**src/rtl/flexbex_efpga_arbiter_if.sv**
```systemverilog
// flexbex_efpga_arbiter_if: bundles the per-core eFPGA request ports, the shared
// fabric port and the arbiter status. The arbiter takes the slave view, the
// cores/fabric side (or a bench) the master view.
interface flexbex_efpga_arbiter_if #(
    parameter int unsigned N_REQ = 2
);
    // Core side
    logic [N_REQ-1:0]    req_en_i;
    logic [2*N_REQ-1:0]  req_operator_i;
    logic [32*N_REQ-1:0] req_operand_a_i;
    logic [32*N_REQ-1:0] req_operand_b_i;
    logic [4*N_REQ-1:0]  req_delay_i;
    logic [N_REQ-1:0]    req_done_o;
    logic [N_REQ-1:0]    req_err_o;
    logic [31:0]         result_a_o;
    logic [31:0]         result_b_o;
    logic [31:0]         result_c_o;

    // Fabric side
    logic                fab_en_o;
    logic [1:0]          fab_operator_o;
    logic [31:0]         fab_operand_a_o;
    logic [31:0]         fab_operand_b_o;
    logic                fab_write_strobe_o;
    logic                fab_done_i;
    logic [31:0]         fab_result_a_i;
    logic [31:0]         fab_result_b_i;
    logic [31:0]         fab_result_c_i;

    // Status
    logic                busy_o;

    modport slave (
        input  req_en_i, req_operator_i, req_operand_a_i, req_operand_b_i, req_delay_i,
        input  fab_done_i, fab_result_a_i, fab_result_b_i, fab_result_c_i,
        output req_done_o, req_err_o, result_a_o, result_b_o, result_c_o,
        output fab_en_o, fab_operator_o, fab_operand_a_o, fab_operand_b_o, fab_write_strobe_o,
        output busy_o
    );

    modport master (
        output req_en_i, req_operator_i, req_operand_a_i, req_operand_b_i, req_delay_i,
        output fab_done_i, fab_result_a_i, fab_result_b_i, fab_result_c_i,
        input  req_done_o, req_err_o, result_a_o, result_b_o, result_c_o,
        input  fab_en_o, fab_operator_o, fab_operand_a_o, fab_operand_b_o, fab_write_strobe_o,
        input  busy_o
    );
endinterface

```
**src/rtl/flexbex_efpga_arbiter.sv**
```systemverilog
// flexbex_efpga_arbiter: round-robin sharing of one eFPGA fabric between N_REQ
// flexbex cores, one operation in flight. The winner's operator/operands are
// latched, strobed into the fabric, and the op completes after a fixed delay
// (1..15 cycles) or, for delay 0, when the fabric raises done.
// Optional: define EFPGA_ARB_TIMEOUT_EN to add a watchdog on done-driven ops;
// after TIMEOUT_CYCLES WAIT cycles without done, req_err_o pulses instead.
module flexbex_efpga_arbiter #(
    parameter int unsigned N_REQ          = 2,
    parameter int unsigned TIMEOUT_CYCLES = 255
) (
    input logic                    clk_i,
    input logic                    rst_ni,
    flexbex_efpga_arbiter_if.slave bus
);
    localparam int unsigned PTR_W = (N_REQ > 1) ? $clog2(N_REQ) : 1;

    if (N_REQ < 2 || N_REQ > 8) begin : g_bad_n_req
        $error("flexbex_efpga_arbiter: N_REQ must be in 2..8");
    end
    if (TIMEOUT_CYCLES < 1) begin : g_bad_timeout
        $error("flexbex_efpga_arbiter: TIMEOUT_CYCLES must be at least 1");
    end

    typedef enum logic [2:0] {
        IDLE,
        STROBE,
        WAIT,
        RESP,
        COOL
    } state_e;

    state_e state_q, state_d;

    // Arbitration state
    logic [PTR_W-1:0] rr_ptr_q;
    logic [PTR_W-1:0] grant_q;
    logic [PTR_W-1:0] grant_d;
    logic [PTR_W-1:0] scan_idx;
    logic             grant_valid;
    logic             mask_q;        // blocks the last winner for one IDLE cycle
    logic [N_REQ-1:0] req_eligible;

    // Latched operation and completion tracking
    logic [1:0]       operator_q;
    logic [31:0]      operand_a_q;
    logic [31:0]      operand_b_q;
    logic [3:0]       delay_q;
    logic [3:0]       cnt_q;
    logic [31:0]      result_a_q;
    logic [31:0]      result_b_q;
    logic [31:0]      result_c_q;
    logic             wait_exit;     // normal completion this cycle
    logic             timeout_exit;  // watchdog expiry this cycle

    // Decoded outputs
    logic             fab_en;
    logic             write_strobe;
    logic [N_REQ-1:0] done_vec;
    logic [N_REQ-1:0] err_vec;

`ifdef EFPGA_ARB_TIMEOUT_EN
    localparam int unsigned WD_W = (TIMEOUT_CYCLES > 1) ? $clog2(TIMEOUT_CYCLES) : 1;
    logic [WD_W-1:0]  wd_q;
    logic             timed_out_q;
`endif

    // Per-core request fields as arrays so the winner can be selected by index.
    logic [1:0]  req_op [N_REQ];
    logic [31:0] req_a  [N_REQ];
    logic [31:0] req_b  [N_REQ];
    logic [3:0]  req_d  [N_REQ];

    for (genvar k = 0; k < N_REQ; k++) begin : g_unpack
        assign req_op[k] = bus.req_operator_i[2*k +: 2];
        assign req_a[k]  = bus.req_operand_a_i[32*k +: 32];
        assign req_b[k]  = bus.req_operand_b_i[32*k +: 32];
        assign req_d[k]  = bus.req_delay_i[4*k +: 4];
    end

    // Round-robin pick: first eligible requester at or after the pointer, wrapping.
    always_comb begin
        // NOTE: every variable gets a value before any branch, so no path can
        // leave one unassigned and infer a latch.
        req_eligible = bus.req_en_i;
        grant_valid  = 1'b0;
        grant_d      = '0;
        scan_idx     = '0;
        if (mask_q) begin
            req_eligible[grant_q] = 1'b0;
        end
        for (int unsigned i = 0; i < N_REQ; i++) begin
            scan_idx = PTR_W'((32'(rr_ptr_q) + i) % N_REQ);
            if (!grant_valid && req_eligible[scan_idx]) begin
                grant_valid = 1'b1;
                grant_d     = scan_idx;
            end
        end
    end

    // State register; reset aborts any operation without a done pulse.
    always_ff @(posedge clk_i or negedge rst_ni) begin
        // NOTE: sequential state uses non-blocking assignments so every flop
        // samples pre-edge values regardless of statement order.
        if (!rst_ni) begin
            state_q <= IDLE;
        end else begin
            state_q <= state_d;
        end
    end

    // Next-state logic and per-state output decode.
    always_comb begin
        state_d      = state_q;
        wait_exit    = 1'b0;
        timeout_exit = 1'b0;
        fab_en       = 1'b0;
        write_strobe = 1'b0;
        done_vec     = '0;
        err_vec      = '0;
        case (state_q)
            IDLE: begin
                if (grant_valid) begin
                    state_d = STROBE;
                end
            end
            STROBE: begin
                fab_en       = 1'b1;
                write_strobe = 1'b1;
                state_d      = WAIT;
            end
            WAIT: begin
                fab_en = 1'b1;
                if (delay_q != 4'd0) begin
                    // Counter was loaded with d, so reaching 1 marks the d-th cycle.
                    wait_exit = (cnt_q == 4'd1);
                end else begin
                    wait_exit = bus.fab_done_i;
`ifdef EFPGA_ARB_TIMEOUT_EN
                    timeout_exit = !bus.fab_done_i && (wd_q == WD_W'(TIMEOUT_CYCLES - 1));
`endif
                end
                if (wait_exit || timeout_exit) begin
                    state_d = RESP;
                end
            end
            RESP: begin
`ifdef EFPGA_ARB_TIMEOUT_EN
                if (timed_out_q) begin
                    err_vec[grant_q] = 1'b1;
                end else begin
                    done_vec[grant_q] = 1'b1;
                end
`else
                done_vec[grant_q] = 1'b1;
`endif
                state_d = COOL;
            end
            COOL: begin
                state_d = IDLE;
            end
            default: begin
                state_d = IDLE;
            end
        endcase
    end

    // Operation latches, delay counter, result capture and pointer update.
    always_ff @(posedge clk_i or negedge rst_ni) begin
        if (!rst_ni) begin
            rr_ptr_q    <= '0;
            grant_q     <= '0;
            mask_q      <= 1'b0;
            operator_q  <= '0;
            operand_a_q <= '0;
            operand_b_q <= '0;
            delay_q     <= '0;
            cnt_q       <= '0;
            result_a_q  <= '0;
            result_b_q  <= '0;
            result_c_q  <= '0;
`ifdef EFPGA_ARB_TIMEOUT_EN
            wd_q        <= '0;
            timed_out_q <= 1'b0;
`endif
        end else begin
            case (state_q)
                IDLE: begin
                    mask_q <= 1'b0;
                    if (grant_valid) begin
                        grant_q     <= grant_d;
                        operator_q  <= req_op[grant_d];
                        operand_a_q <= req_a[grant_d];
                        operand_b_q <= req_b[grant_d];
                        delay_q     <= req_d[grant_d];
                    end
                end
                STROBE: begin
                    cnt_q <= delay_q;
`ifdef EFPGA_ARB_TIMEOUT_EN
                    wd_q        <= '0;
                    timed_out_q <= 1'b0;
`endif
                end
                WAIT: begin
                    if (cnt_q != 4'd0) begin
                        cnt_q <= cnt_q - 4'd1;
                    end
                    if (wait_exit) begin
                        result_a_q <= bus.fab_result_a_i;
                        result_b_q <= bus.fab_result_b_i;
                        result_c_q <= bus.fab_result_c_i;
                    end
`ifdef EFPGA_ARB_TIMEOUT_EN
                    if (delay_q == 4'd0 && !bus.fab_done_i) begin
                        wd_q <= wd_q + 1'b1;
                    end
                    timed_out_q <= timeout_exit;
`endif
                end
                RESP: begin
                    rr_ptr_q <= (32'(grant_q) == N_REQ - 1) ? '0 : grant_q + 1'b1;
                end
                COOL: begin
                    mask_q <= 1'b1;
                end
                default: begin
                end
            endcase
        end
    end

    assign bus.req_done_o         = done_vec;
    assign bus.req_err_o          = err_vec;
    assign bus.result_a_o         = result_a_q;
    assign bus.result_b_o         = result_b_q;
    assign bus.result_c_o         = result_c_q;
    assign bus.fab_en_o           = fab_en;
    assign bus.fab_operator_o     = operator_q;
    assign bus.fab_operand_a_o    = operand_a_q;
    assign bus.fab_operand_b_o    = operand_b_q;
    assign bus.fab_write_strobe_o = write_strobe;
    assign bus.busy_o             = (state_q != IDLE);

endmodule

```
**src/flat_wrapper.sv**
```systemverilog
// flat-port wrapper written by rule: the top's interface ports become plain ports
module flexbex_efpga_arbiter_flat 
#(
    parameter int unsigned N_REQ          = 2,
    parameter int unsigned TIMEOUT_CYCLES = 255
)
  (clk_i, rst_ni, bus_req_en_i, bus_req_operator_i, bus_req_operand_a_i, bus_req_operand_b_i, bus_req_delay_i, bus_fab_done_i, bus_fab_result_a_i, bus_fab_result_b_i, bus_fab_result_c_i, bus_req_done_o, bus_req_err_o, bus_result_a_o, bus_result_b_o, bus_result_c_o, bus_fab_en_o, bus_fab_operator_o, bus_fab_operand_a_o, bus_fab_operand_b_o, bus_fab_write_strobe_o, bus_busy_o);
  flexbex_efpga_arbiter_if #(.N_REQ(N_REQ)) bus_i ();
  input logic clk_i;
  input logic rst_ni;
  input wire logic [$bits(bus_i.req_en_i)-1:0] bus_req_en_i;
  input wire logic [$bits(bus_i.req_operator_i)-1:0] bus_req_operator_i;
  input wire logic [$bits(bus_i.req_operand_a_i)-1:0] bus_req_operand_a_i;
  input wire logic [$bits(bus_i.req_operand_b_i)-1:0] bus_req_operand_b_i;
  input wire logic [$bits(bus_i.req_delay_i)-1:0] bus_req_delay_i;
  input wire logic [$bits(bus_i.fab_done_i)-1:0] bus_fab_done_i;
  input wire logic [$bits(bus_i.fab_result_a_i)-1:0] bus_fab_result_a_i;
  input wire logic [$bits(bus_i.fab_result_b_i)-1:0] bus_fab_result_b_i;
  input wire logic [$bits(bus_i.fab_result_c_i)-1:0] bus_fab_result_c_i;
  output wire logic [$bits(bus_i.req_done_o)-1:0] bus_req_done_o;
  output wire logic [$bits(bus_i.req_err_o)-1:0] bus_req_err_o;
  output wire logic [$bits(bus_i.result_a_o)-1:0] bus_result_a_o;
  output wire logic [$bits(bus_i.result_b_o)-1:0] bus_result_b_o;
  output wire logic [$bits(bus_i.result_c_o)-1:0] bus_result_c_o;
  output wire logic [$bits(bus_i.fab_en_o)-1:0] bus_fab_en_o;
  output wire logic [$bits(bus_i.fab_operator_o)-1:0] bus_fab_operator_o;
  output wire logic [$bits(bus_i.fab_operand_a_o)-1:0] bus_fab_operand_a_o;
  output wire logic [$bits(bus_i.fab_operand_b_o)-1:0] bus_fab_operand_b_o;
  output wire logic [$bits(bus_i.fab_write_strobe_o)-1:0] bus_fab_write_strobe_o;
  output wire logic [$bits(bus_i.busy_o)-1:0] bus_busy_o;
  assign bus_i.req_en_i = bus_req_en_i;
  assign bus_i.req_operator_i = bus_req_operator_i;
  assign bus_i.req_operand_a_i = bus_req_operand_a_i;
  assign bus_i.req_operand_b_i = bus_req_operand_b_i;
  assign bus_i.req_delay_i = bus_req_delay_i;
  assign bus_i.fab_done_i = bus_fab_done_i;
  assign bus_i.fab_result_a_i = bus_fab_result_a_i;
  assign bus_i.fab_result_b_i = bus_fab_result_b_i;
  assign bus_i.fab_result_c_i = bus_fab_result_c_i;
  assign bus_req_done_o = bus_i.req_done_o;
  assign bus_req_err_o = bus_i.req_err_o;
  assign bus_result_a_o = bus_i.result_a_o;
  assign bus_result_b_o = bus_i.result_b_o;
  assign bus_result_c_o = bus_i.result_c_o;
  assign bus_fab_en_o = bus_i.fab_en_o;
  assign bus_fab_operator_o = bus_i.fab_operator_o;
  assign bus_fab_operand_a_o = bus_i.fab_operand_a_o;
  assign bus_fab_operand_b_o = bus_i.fab_operand_b_o;
  assign bus_fab_write_strobe_o = bus_i.fab_write_strobe_o;
  assign bus_busy_o = bus_i.busy_o;
  flexbex_efpga_arbiter #(.N_REQ(N_REQ), .TIMEOUT_CYCLES(TIMEOUT_CYCLES)) u_core (.clk_i(clk_i), .rst_ni(rst_ni), .bus(bus_i));
endmodule
```
**config.mk**
```make
export PLATFORM = sky130hd
export DESIGN_NAME = flexbex_efpga_arbiter_flat
export DESIGN_NICKNAME = d
export VERILOG_FILES = /design/src/rtl/flexbex_efpga_arbiter_if.sv /design/src/rtl/flexbex_efpga_arbiter.sv /design/src/flat_wrapper.sv
export SDC_FILE = /design/constraint.sdc
export NUM_CORES = 1
export LEC_CHECK = 0
export ABC_AREA = 1
export BUFFER_PORTS_ARGS = -buffer_cell sky130_fd_sc_hd__buf_4
export CAP_MARGIN = 10
export CORE_AREA = 2 2 161 163
export CTS_CLUSTER_DIAMETER = 80
export DETAILED_ROUTE_END_ITERATION = 7
export DIE_AREA = 0 0 163 165
export PLACE_DENSITY = 0.66
export SKIP_CTS_REPAIR_TIMING = 1
export SLEW_MARGIN = 20
export SYNTH_ARGS = -nofsm -noshare
export SYNTH_HDL_FRONTEND = slang
export SYNTH_SLANG_ARGS = --single-unit
```
**constraint.sdc**
```tcl
create_clock -name clk_i -period 1.3 [get_ports clk_i]
set_input_delay 0.065 -clock clk_i [delete_from_list [all_inputs] [get_ports clk_i]]
set_output_delay 0.065 -clock clk_i [all_outputs]
set_load 0.1 [all_outputs]
```
==> results by group <==
Clock tree
  – TritonCTS clock tree: built
  – Worst skew pair latency: 0.43 ns
  – CTS clk-pin slew, worst paths: roughly 0.090 ns
  – Clk buf depth: 2
  – Num CTS Buffers: 17
  – Clock Sinks: between 150 and 200
  – CTS root buf: clkbuf_16
  – Htree depth: 4

Floorplanning
  – I/O Pins: 410
  – Die X: ~160 um
  – Die Y: ~170 um
  – Initial Util: 33.2%
  – Num rows: 58
  – Core footprint: 0.0250 mm^2
  – Die area: approximately 0.027 mm^2

STA
  – Final min period: ~1.6 ns
  – Post-route setup slack: -0.301 ns
  – Slew Limit Fails: 0
  – Endpoints failing hold: 20
  – Clock Skew: approximately 0.018 ns
  – Fmax: 625 MHz
  – Crit share post-route: 123%
  – RSZ-0062 raised after global routing: yes
  – Final setup fails: ~180
  – Hold WS: -0.0327 ns

Logic synthesis
  – Post-synth EDFFs: 0
  – Top cell type by total area after synthesis: dfrtp_1
  – Yosys top cell area share: approximately 53%
  – Seq cells post-synth: 176
  – Sequential area share after synthesis: 53.0%
  – Main flop type after synthesis: dfrtp_1
  – Ys Warns: 0
  – Mapped Avg Cell Area: approximately 7.6 um^2
  – Synth Cell Area: about 0.0083 mm^2
  – List of most frequent post-synthesis cells: nand2_1 (335), inv_1 (248), dfrtp_1 (176)
  – Synth Instances: 1094
  – Async SR Flop Fraction: 100%
  – Most numerous cell in the Yosys netlist: nand2_1
  – Post-synth cell types: 22
  – Synth top area cells: dfrtp_1 (53%), nand2_1 (15%), inv_1 (11%)

Status
  – Status: finished with violations
  – Violated checks: hold timing, setup timing

Setup path
  – Slowest stage cell, crit path: dfrtp_1
  – Setup CP Type: reg2reg
  – Worst Path Required: approximately 1.6 ns
  – CP delay by family, top: buffers and inverters
  – Reg2Reg Depth: 9
  – R2r setup slk: -0.30 ns
  – Largest stage delay on the critical path: ~0.41 ns
  – Worst-path fanout max: 9
  – Crit path buf inv count: 4
  – Critical path, cell by cell: inv_2 > buf_4 > nand2_2 > nor2_4 > nand3_4 > buf_12 > clkbuf_16 > nand2_1 > o21ai_1
  – RR Startpoint: u_core.state_q[0]
  – Worst setup EP type: flip-flop
  – CP arrival: about 1.9 ns
  – Worst setup SP type: flip-flop
  – Reg-to-Reg End: u_core.bus.result_a_o[1]

Job
  – Max-cap viol count: 0

Placement
  – DP Wirelength: 20300 um
  – Gpl congestion: 0.811
  – IO buf count: 407

Global routing
  – Total global routing overflow: 0
  – Gr usage total: between 10% and 20%
  – Met3 GRT Util: under 10%
  – Most used routing layer: met2
  – M2 GR Usage: 32.9%
  – Antenna violations before repair: 1
  – First-pass GRT wire length: roughly 40000 um
  – Vias in the first global route: around 7600
  – Largest net degree at the start of global routing: between 60 and 70
  – Met1 Resource Use GR: between 20 and 25%

Final layout
  – Final Util: between 60% and 70%
  – Final nets: between 1500 and 2000
  – Share of layout cells above drive strength 1: slightly below 40%
  – P&R area growth vs syn: 96.4%

Routing
  – Routed wire length: between 30000 and 40000 um
  – First drt pass iteration count: 7
  – Final ANT Viol Nets: 0
  – DRC Markers: 0
  – Via count: between 9000 and 10000
  – Routed length per instance: around 18 um
  – DR iter-0 viols: roughly 700
  – Via density: 4.78

Worst hold path
  – Hold_sp: bus_req_operand_b_i[28]
  – Worst Hold Path Cells: 5
  – Hold endpoint: u_core.bus.fab_operand_b_o[28]
  – Hold Path Class: in2reg
-- routing by layer --
layer	vias up	part of all wire, %
met4	0	3.5
met2	548	51
met3	94	8.3
li1	4573	-
met1	4747	37
met5	-	0
-- flip-flops by register name, indices dropped and copies added, names as in the netlist --
name                        count
u_core.cnt_q                    4
u_core.rr_ptr_q                 1
u_core.delay_q                  4
u_core.bus.fab_operand_a_o     32
u_core.mask_q                   1
u_core.bus.fab_operator_o       2
u_core.grant_q                  1
u_core.state_q                  3
u_core.bus.result_a_o          32
u_core.bus.result_c_o          32
u_core.bus.result_b_o          32
u_core.bus.fab_operand_b_o     32
-- cell usage in the layout (no fill, tap or decap), types with 9 or more instances in the layout --
master | netlist | final
buf_12 | 0 | 25
buf_4 | 2 | 420
buf_6 | 2 | 18
clkbuf_16 | 0 | 44
dfrtp_1 | 176 | 176
dlygate4sd3_1 | 0 | 183
inv_1 | 248 | 244
nand2_1 | 335 | 291
nand2_2 | 2 | 38
nand3_1 | 149 | 78
nand3_2 | 3 | 65
nand3_4 | 0 | 9
o21ai_1 | 64 | 79
o21ai_2 | 0 | 15
-- how the worst max path moves through the flow --
stage,startpoint,to,cells past startpoint,slack [ns]
6_report,u_core.state_q[0],u_core.bus.result_a_o[1],9,-0.30
5_1_grt,u_core.state_q[0],u_core.bus.result_a_o[23],9,-0.37
4_1_cts,u_core.state_q[2],bus_req_done_o[1],5,-0.51
3_5_place_dp,u_core.cnt_q[1],u_core.bus.result_c_o[29],7,-0.24
3_3_place_gp,u_core.cnt_q[1],u_core.bus.result_a_o[10],8,-0.20
2_1_floorplan,u_core.state_q[0],u_core.cnt_q[2],7,-0.47
-- worst reg2reg max path, stage by stage (launching register included) --
cell and delay (ns):
dfrtp_1 0.41, inv_2 0.09, buf_4 0.11, nand2_2 0.07, nor2_4 0.11, nand3_4 0.16
buf_12 0.20, clkbuf_16 0.18, nand2_1 0.08, o21ai_1 0.09
-- through the flow --
stage	hold WS, ns	cell area [um^2]	setup TNS, ns	setup slack (ns)	std cells
4_1_cts	-0.555	12600	-28.96	-0.509	1845
3_3_place_gp	-0.0850	12000	-22.96	-0.201	1813
3_5_place_dp	-0.0833	12000	-25.57	-0.236	1813
5_1_grt	-0.000117	16300	-48.32	-0.368	2085
6_report	-0.0327	16300	-37.77	-0.301	2085
2_1_floorplan	-0.231	8370	-29.69	-0.475	1095
-- logic make-up after synthesis --
family,count (synthesis),share of synthesized area [%]
fa+ha+maj,3,0.452
buf+inv,310,14.9
xor+xnor,1,0.105
compound gates,105,6.37
flops,176,53.0
simple gates,498,25.1
other cells,1,0.0451
-- layout make-up --
type / count / area [um^2]
fill: 1834 / 8720
timing repair buffer: 684 / 6570
sequential: 176 / 4400
multi-input combinational: 610 / 3380
inverter: 252 / 961
clock buffer: 18 / 429
tap: 330 / 413
clock inverter: 14 / 163
antenna: 1 / 2.50
Power is left out: the tool's default activity adds up to more than one toggle a clock period on the data nets, which glitch-free logic cannot reach.
